--- config.mk ---
export PLATFORM = sky130hd
export DESIGN_NAME = dmem_arbiter_flat
export DESIGN_NICKNAME = d
export VERILOG_FILES = /design/src/rtl/dmem_arbiter_if.sv /design/src/rtl/dmem_arbiter.sv /design/src/flat_wrapper.sv
export SDC_FILE = /design/constraint.sdc
export NUM_CORES = 1
export LEC_CHECK = 0
export BUFFER_PORTS_ARGS = -buffer_cell sky130_fd_sc_hd__buf_2
export CAP_MARGIN = 20
export CORE_MARGIN = 1.5
export CORE_UTILIZATION = 40
export CTS_BUF_LIST = sky130_fd_sc_hd__clkbuf_4 sky130_fd_sc_hd__clkbuf_8 sky130_fd_sc_hd__clkbuf_16
export CTS_CLUSTER_SIZE = 20
export DETAILED_ROUTE_END_ITERATION = 8
export GPL_ROUTABILITY_DRIVEN = 0
export PLACE_DENSITY = 0.73
export SLEW_MARGIN = 20
export SYNTH_ARGS = -nofsm -noshare
export SYNTH_HDL_FRONTEND = slang
export SYNTH_SLANG_ARGS = --single-unit
--- constraint.sdc ---
create_clock -name clk_i -period 1.5 [get_ports clk_i]
set_clock_uncertainty 0.1 [all_clocks]
set_input_delay 0.075 -clock clk_i [delete_from_list [all_inputs] [get_ports clk_i]]
set_output_delay 0.075 -clock clk_i [all_outputs]
set_load 0.1 [all_outputs]
--- src/rtl/dmem_arbiter_if.sv ---
// Requester, response and memory-side signals of the two-port data-memory arbiter.
// Directions are named from the arbiter's point of view (slave modport).
interface dmem_arbiter_if #(
  parameter int AW = 32
);
  logic          cpu_req_i;
  logic          cpu_we_i;
  logic [AW-1:0] cpu_addr_i;
  logic [31:0]   cpu_wdata_i;
  logic          cpu_ack_o;
  logic          dbg_req_i;
  logic          dbg_we_i;
  logic [AW-1:0] dbg_addr_i;
  logic [31:0]   dbg_wdata_i;
  logic          dbg_ack_o;
  logic [31:0]   rdata_o;
  logic          err_o;
  logic [AW-1:0] mem_addr_o;
  logic [31:0]   mem_wdata_o;
  logic          mem_we_o;
  logic          mem_re_o;
  logic [31:0]   mem_rdata_i;

  modport slave (
    input  cpu_req_i, cpu_we_i, cpu_addr_i, cpu_wdata_i,
    input  dbg_req_i, dbg_we_i, dbg_addr_i, dbg_wdata_i,
    input  mem_rdata_i,
    output cpu_ack_o, dbg_ack_o, rdata_o, err_o,
    output mem_addr_o, mem_wdata_o, mem_we_o, mem_re_o
  );

  modport master (
    output cpu_req_i, cpu_we_i, cpu_addr_i, cpu_wdata_i,
    output dbg_req_i, dbg_we_i, dbg_addr_i, dbg_wdata_i,
    output mem_rdata_i,
    input  cpu_ack_o, dbg_ack_o, rdata_o, err_o,
    input  mem_addr_o, mem_wdata_o, mem_we_o, mem_re_o
  );
endinterface

--- src/rtl/dmem_arbiter.sv ---
// Two-requester (CPU / debug) arbiter in front of a single-port data memory, 3-cycle transactions.
// Define DMEM_ARB_ROUND_ROBIN_EN for round-robin on simultaneous requests; otherwise CPU has priority.
module dmem_arbiter #(
  parameter int DEPTH = 128,
  parameter int AW    = 32
) (
  input  logic          clk_i,
  input  logic          rst_i,
  dmem_arbiter_if.slave bus
);

  typedef enum logic [1:0] {
    IDLE   = 2'd0,
    ACCESS = 2'd1,
    RESP   = 2'd2
  } state_t;

  localparam logic [AW:0] LIMIT = (AW+1)'(DEPTH * 4);

  state_t        r_state;
  state_t        w_state_nxt;
  logic          r_dbg;
  logic          r_we;
  logic          r_err;
  logic [AW-1:0] r_addr;
  logic [31:0]   r_wdata;
  logic [31:0]   r_rdata;

  logic          w_any_req;
  logic          w_pick_dbg;
  logic          w_we;
  logic [AW-1:0] w_addr;
  logic [31:0]   w_wdata;
  logic          w_err;

  assign w_any_req = bus.cpu_req_i || bus.dbg_req_i;

`ifdef DMEM_ARB_ROUND_ROBIN_EN
  logic r_last_dbg;
  // On a tie the grant goes to whichever requester did not win last time.
  assign w_pick_dbg = bus.dbg_req_i && (!bus.cpu_req_i || !r_last_dbg);
`else
  assign w_pick_dbg = bus.dbg_req_i && !bus.cpu_req_i;
`endif

  assign w_we    = w_pick_dbg ? bus.dbg_we_i    : bus.cpu_we_i;
  assign w_addr  = w_pick_dbg ? bus.dbg_addr_i  : bus.cpu_addr_i;
  assign w_wdata = w_pick_dbg ? bus.dbg_wdata_i : bus.cpu_wdata_i;
  assign w_err   = (w_addr[1:0] != 2'b00) || ({1'b0, w_addr} >= LIMIT);

  assign bus.rdata_o = r_rdata;

  always_comb begin
    w_state_nxt     = r_state;
    bus.cpu_ack_o   = 1'b0;
    bus.dbg_ack_o   = 1'b0;
    bus.err_o       = 1'b0;
    bus.mem_addr_o  = '0;
    bus.mem_wdata_o = '0;
    bus.mem_we_o    = 1'b0;
    bus.mem_re_o    = 1'b0;
    case (r_state)
      IDLE: begin
        if (w_any_req) w_state_nxt = ACCESS;
      end
      ACCESS: begin
        w_state_nxt = RESP;
        // An erroneous command never reaches the memory.
        if (!r_err) begin
          bus.mem_addr_o  = r_addr;
          bus.mem_wdata_o = r_wdata;
          bus.mem_we_o    = r_we;
          bus.mem_re_o    = !r_we;
        end
      end
      RESP: begin
        w_state_nxt   = IDLE;
        bus.cpu_ack_o = !r_dbg;
        bus.dbg_ack_o = r_dbg;
        bus.err_o     = r_err;
      end
      default: w_state_nxt = IDLE;
    endcase
  end

  always_ff @(posedge clk_i) begin
    if (!rst_i) begin
      r_state <= IDLE;
      r_dbg   <= 1'b0;
      r_we    <= 1'b0;
      r_err   <= 1'b0;
      r_addr  <= '0;
      r_wdata <= '0;
      r_rdata <= '0;
`ifdef DMEM_ARB_ROUND_ROBIN_EN
      r_last_dbg <= 1'b1;
`endif
    end else begin
      r_state <= w_state_nxt;
      if (r_state == IDLE && w_any_req) begin
        r_dbg   <= w_pick_dbg;
        r_we    <= w_we;
        r_addr  <= w_addr;
        r_wdata <= w_wdata;
        r_err   <= w_err;
`ifdef DMEM_ARB_ROUND_ROBIN_EN
        r_last_dbg <= w_pick_dbg;
`endif
      end
      // Reads capture memory data; errors clear the result; good writes leave it untouched.
      if (r_state == ACCESS) begin
        if (r_err)      r_rdata <= '0;
        else if (!r_we) r_rdata <= bus.mem_rdata_i;
      end
    end
  end

endmodule

--- src/flat_wrapper.sv ---
// flat-port wrapper written by rule: the top's interface ports become plain ports
module dmem_arbiter_flat 
#(
  parameter int DEPTH = 128,
  parameter int AW    = 32
)
  (clk_i, rst_i, bus_cpu_req_i, bus_cpu_we_i, bus_cpu_addr_i, bus_cpu_wdata_i, bus_dbg_req_i, bus_dbg_we_i, bus_dbg_addr_i, bus_dbg_wdata_i, bus_mem_rdata_i, bus_cpu_ack_o, bus_dbg_ack_o, bus_rdata_o, bus_err_o, bus_mem_addr_o, bus_mem_wdata_o, bus_mem_we_o, bus_mem_re_o);
  dmem_arbiter_if #(.AW(AW)) bus_i ();
  input  logic clk_i;
  input  logic rst_i;
  input wire logic [$bits(bus_i.cpu_req_i)-1:0] bus_cpu_req_i;
  input wire logic [$bits(bus_i.cpu_we_i)-1:0] bus_cpu_we_i;
  input wire logic [$bits(bus_i.cpu_addr_i)-1:0] bus_cpu_addr_i;
  input wire logic [$bits(bus_i.cpu_wdata_i)-1:0] bus_cpu_wdata_i;
  input wire logic [$bits(bus_i.dbg_req_i)-1:0] bus_dbg_req_i;
  input wire logic [$bits(bus_i.dbg_we_i)-1:0] bus_dbg_we_i;
  input wire logic [$bits(bus_i.dbg_addr_i)-1:0] bus_dbg_addr_i;
  input wire logic [$bits(bus_i.dbg_wdata_i)-1:0] bus_dbg_wdata_i;
  input wire logic [$bits(bus_i.mem_rdata_i)-1:0] bus_mem_rdata_i;
  output wire logic [$bits(bus_i.cpu_ack_o)-1:0] bus_cpu_ack_o;
  output wire logic [$bits(bus_i.dbg_ack_o)-1:0] bus_dbg_ack_o;
  output wire logic [$bits(bus_i.rdata_o)-1:0] bus_rdata_o;
  output wire logic [$bits(bus_i.err_o)-1:0] bus_err_o;
  output wire logic [$bits(bus_i.mem_addr_o)-1:0] bus_mem_addr_o;
  output wire logic [$bits(bus_i.mem_wdata_o)-1:0] bus_mem_wdata_o;
  output wire logic [$bits(bus_i.mem_we_o)-1:0] bus_mem_we_o;
  output wire logic [$bits(bus_i.mem_re_o)-1:0] bus_mem_re_o;
  assign bus_i.cpu_req_i = bus_cpu_req_i;
  assign bus_i.cpu_we_i = bus_cpu_we_i;
  assign bus_i.cpu_addr_i = bus_cpu_addr_i;
  assign bus_i.cpu_wdata_i = bus_cpu_wdata_i;
  assign bus_i.dbg_req_i = bus_dbg_req_i;
  assign bus_i.dbg_we_i = bus_dbg_we_i;
  assign bus_i.dbg_addr_i = bus_dbg_addr_i;
  assign bus_i.dbg_wdata_i = bus_dbg_wdata_i;
  assign bus_i.mem_rdata_i = bus_mem_rdata_i;
  assign bus_cpu_ack_o = bus_i.cpu_ack_o;
  assign bus_dbg_ack_o = bus_i.dbg_ack_o;
  assign bus_rdata_o = bus_i.rdata_o;
  assign bus_err_o = bus_i.err_o;
  assign bus_mem_addr_o = bus_i.mem_addr_o;
  assign bus_mem_wdata_o = bus_i.mem_wdata_o;
  assign bus_mem_we_o = bus_i.mem_we_o;
  assign bus_mem_re_o = bus_i.mem_re_o;
  dmem_arbiter #(.DEPTH(DEPTH), .AW(AW)) u_core (.clk_i(clk_i), .rst_i(rst_i), .bus(bus_i));
endmodule
==> summary.txt <==
Run status
  • Status: complete, but fails checks
  • Failing checks: negative hold slack, negative setup slack

Min path
  • Worst Hold Class: input port to register
  • Hold path start: bus_cpu_wdata_i[5]
  • Hold Crit Endpoint: u_core.r_wdata[5]$_SDFFE_PN0P_
  • Worst hold path depth: 4

Critical path
  • Worst R2R End: u_core.bus.rdata_o[27]$_SDFFE_PN0P_
  • CP Class: register to output pin
  • Worst flop-to-flop path startpoint: u_core.r_state[0]$_SDFFE_PN0P_
  • Critical path peak fanout: 6
  • Critical path startpoint category: register
  • Slowest stage delay, CP: 350 ps
  • CP Cell Sequence: nor3b_4 -> buf_6 -> and2b_2 -> buf_12 -> buf_12
  • CP bufs+invs: 3
  • CP Data Required Time: about 1300 ps
  • Most used cell, CP: buf_12
  • CP arrival: around 1600 ps
  • Worst Setup End Kind: output pin
  • R2r setup slk: -250 ps
  • Worst reg2reg path depth: 8
  • CP delay by family, top: buffers and inverters
  • Slowest CP cell: dfxtp_2

Power
  • Leakage: between 4 and 5 nW
  • PD cells: 905 nW/um^2
  • Peak VDD IR: 0.547 mV

Global routing
  • Initial antenna violation count: 0
  • Vias in the first global route: approximately 5700
  • GRT Util Overall: ~29%
  • GRT overflow: 0
  • Largest net degree at the start of global routing: 57
  • First-pass GRT wire length: roughly 30000 um

Timing
  • Worst-margin pin slew: about 500 ps
  • Fmax: 555 MHz
  • Final WS setup: -303 ps
  • Fin crit share: 120%
  • Relative slew slack: between 60% and 70%
  • Fin crit period: 1800 ps
  • Final setup fails: 98
  • Final hold viol count: 1
  • Final Max Slew Viols: 0
  • RSZ-0062 raised after global routing: yes
  • Final hold slack: -21.2 ps

Synthesis
  • Yosys warnings: 0
  • Netlist cell types: 34
  • Post-synthesis cell area: just over 5000 um^2
  • Gate Count Post-Synth: approximately 500
  • Top area cells in the synthesized netlist: dfxtp_1 40%, mux2i_1 13%, o211a_1 13%
  • FFs w/ async S/R, synth: 0%
  • Top_reg_cell synth: dfxtp_1
  • Mean post-synth cell area: about 9.9 um^2
  • Yosys reg bits: around 100
  • Share of the synthesized area in the top cell type: around two fifths
  • Register area share after synthesis: about two fifths
  • Syn_nets: 675
  • EDFF count, synth: 0
  • Yosys top cell by area: dfxtp_1

Job
  • Max_cap viols: 0

Detailed routing
  • DRC Markers: 0
  • Routed wire length: a little over 20000 um
  • Vias: between 5000 and 6000
  • ANT nets after route: 0
  • Average wire per standard cell: 19.6 um
  • First drt pass iteration count: 5
  • DR iter-0 viols: 387
  • Average via count per standard cell: around 5.4

Clocking
  • Clock tree buffer depth: 2
  • Clk_lat worst skew: between 300 and 400 ps
  • Clk sink count: 101
  • H-tree Lvls: 3
  • CTS tree: yes
  • Reg clk slew, reported paths: ~70 ps
  • CTS Buf Count: 9
  • Root Buffer: clkbuf_16

Floorplan
  • Initial Utilization: between 40 and 50%
  • Die Area: roughly 13000 um^2
  • Die height: between 100 and 150 um
  • Core area: ~12000 um^2
  • Die width: between 100 and 150 um
  • Io pins: 267
  • Site Rows: 40

Final layout
  • Final core utilization: around 80%
  • Commonest cells after routing, fill and taps aside: 197 x buf_2, 98 x dfxtp_1, 88 x dlygate4sd3_1
  • P&R area growth vs syn: 89.5%
  • Fin nets: 1045
  • Fillers: between 700 and 800
  • Most common cell after layout, fill and taps aside: buf_2
  • Share of layout cells above drive strength 1: 50.5%
  • Number of diodes: 0

Placed design
  • DP HPWL: ~11000 um
  • Number of I/O port buffers: between 200 and 300
-- timing repair --
action,CTS,global route
hold endpoints to repair,67,0
gates cloned,5,7
hold buffers,93,0
setup buffers,5,16
pin swaps,31,25
setup endpoints to repair,81,153
resized for setup,49,25
-- Yosys cell counts (2+ instances only) --
cell and number:
o22ai_1 2, o211a_1 64, nor2b_1 32, buf_2 6, dfxtp_1 101, buf_8 2, buf_4 5, clkbuf_1 17
and2_1 66, nor4_1 12, and3b_2 2, a21oi_1 2, a22oi_1 27, a22oi_2 5, mux2i_1 64, o21ai_0 2
nand3_1 2, nand2_1 66, buf_6 16, nand2b_1 2
-- state kept, by name, summed over array words and instances, names as in the netlist --
signal	cells
u_core.bus.rdata_o	32
u_core.r_dbg	1
u_core.r_addr	32
u_core.r_err	1
u_core.r_state	2
u_core.r_we	1
u_core.r_wdata	32
-- cell type report --
type | instances | area, um^2 | area share (%)
repair buffers | 406 | 3980 | 41.8
multi-input cells | 360 | 3000 | 31.5
flip-flops and latches | 101 | 2030 | 21.2
clock buffers | 13 | 268 | 2.81
well taps | 168 | 210 | 2.20
clock inverters | 3 | 43.8 | 0.459
inverters | 1 | 3.75 | 0.0394
-- power breakdown --
group,internal [mW],leakage [nW],switching (mW)
clock network,1.42,0.157,1.03
registers,2.94,0.835,0.165
logic,1.35,3.95,1.73
-- cells by family after synthesis --
kind of cell	share of synthesized area (%)
and+or+nand+nor	20.8
buffers and inverters	7.36
DFF	40.2
muxes	12.7
AOI/OAI and AO/OA	18.9
-- how the worst max path moves through the flow --
stage | startpoint | to | slack, ps | depth (start not counted)
after detailed placement | u_core.r_state[1]$_SDFFE_PN0P_ | bus_mem_addr_o[31] | -10 | 4
after CTS | u_core.r_err$_SDFFE_PN0P_ | bus_mem_addr_o[3] | -270 | 5
final | u_core.r_state[1]$_SDFFE_PN0P_ | bus_mem_re_o | -300 | 5
after floorplan | u_core.r_state[1]$_SDFFE_PN0P_ | bus_cpu_ack_o | -300 | 1
after global placement | u_core.r_state[1]$_SDFFE_PN0P_ | bus_mem_addr_o[31] | 30 | 4
after global routing | u_core.r_err$_SDFFE_PN0P_ | bus_mem_re_o | -370 | 5
-- per-layer routing --
metal | routed length (um) | part of all wire, % | vias to the layer above | global-route usage, %
met1 | 7700 | 37 | 2730 | 30.7
li1 | - | - | 2550 | -
met3 | 1710 | 8.3 | 59 | 8.07
met2 | 10500 | 51 | 329 | 52.1
met4 | 718 | 3.5 | 0 | 14.9
met5 | 0 | 0 | - | 0
-- stage by stage --
step / power (mW) / setup TNS (ps) / instance area, um^2 / setup WS (ps) / std cells
after detailed placement: 5.61 / -12.0 / 7690 / -10.7 / 918
final: 8.63 / -22100 / 9540 / -303 / 1052
after CTS: 8.42 / -17470 / 9270 / -275 / 1037
after global routing: 8.90 / -29260 / 9540 / -370 / 1052
after floorplan: 4.82 / -304 / 5200 / -304 / 509
after global placement: 5.54 / 0 / 7690 / 26.2 / 918
-- tightest hold or removal path, stage by stage --
cell and delay, ps:
buf_2 70, mux2i_1 60, nand2_1 60, o211a_1 130
Note: power is estimated with default switching activity, not from simulation.
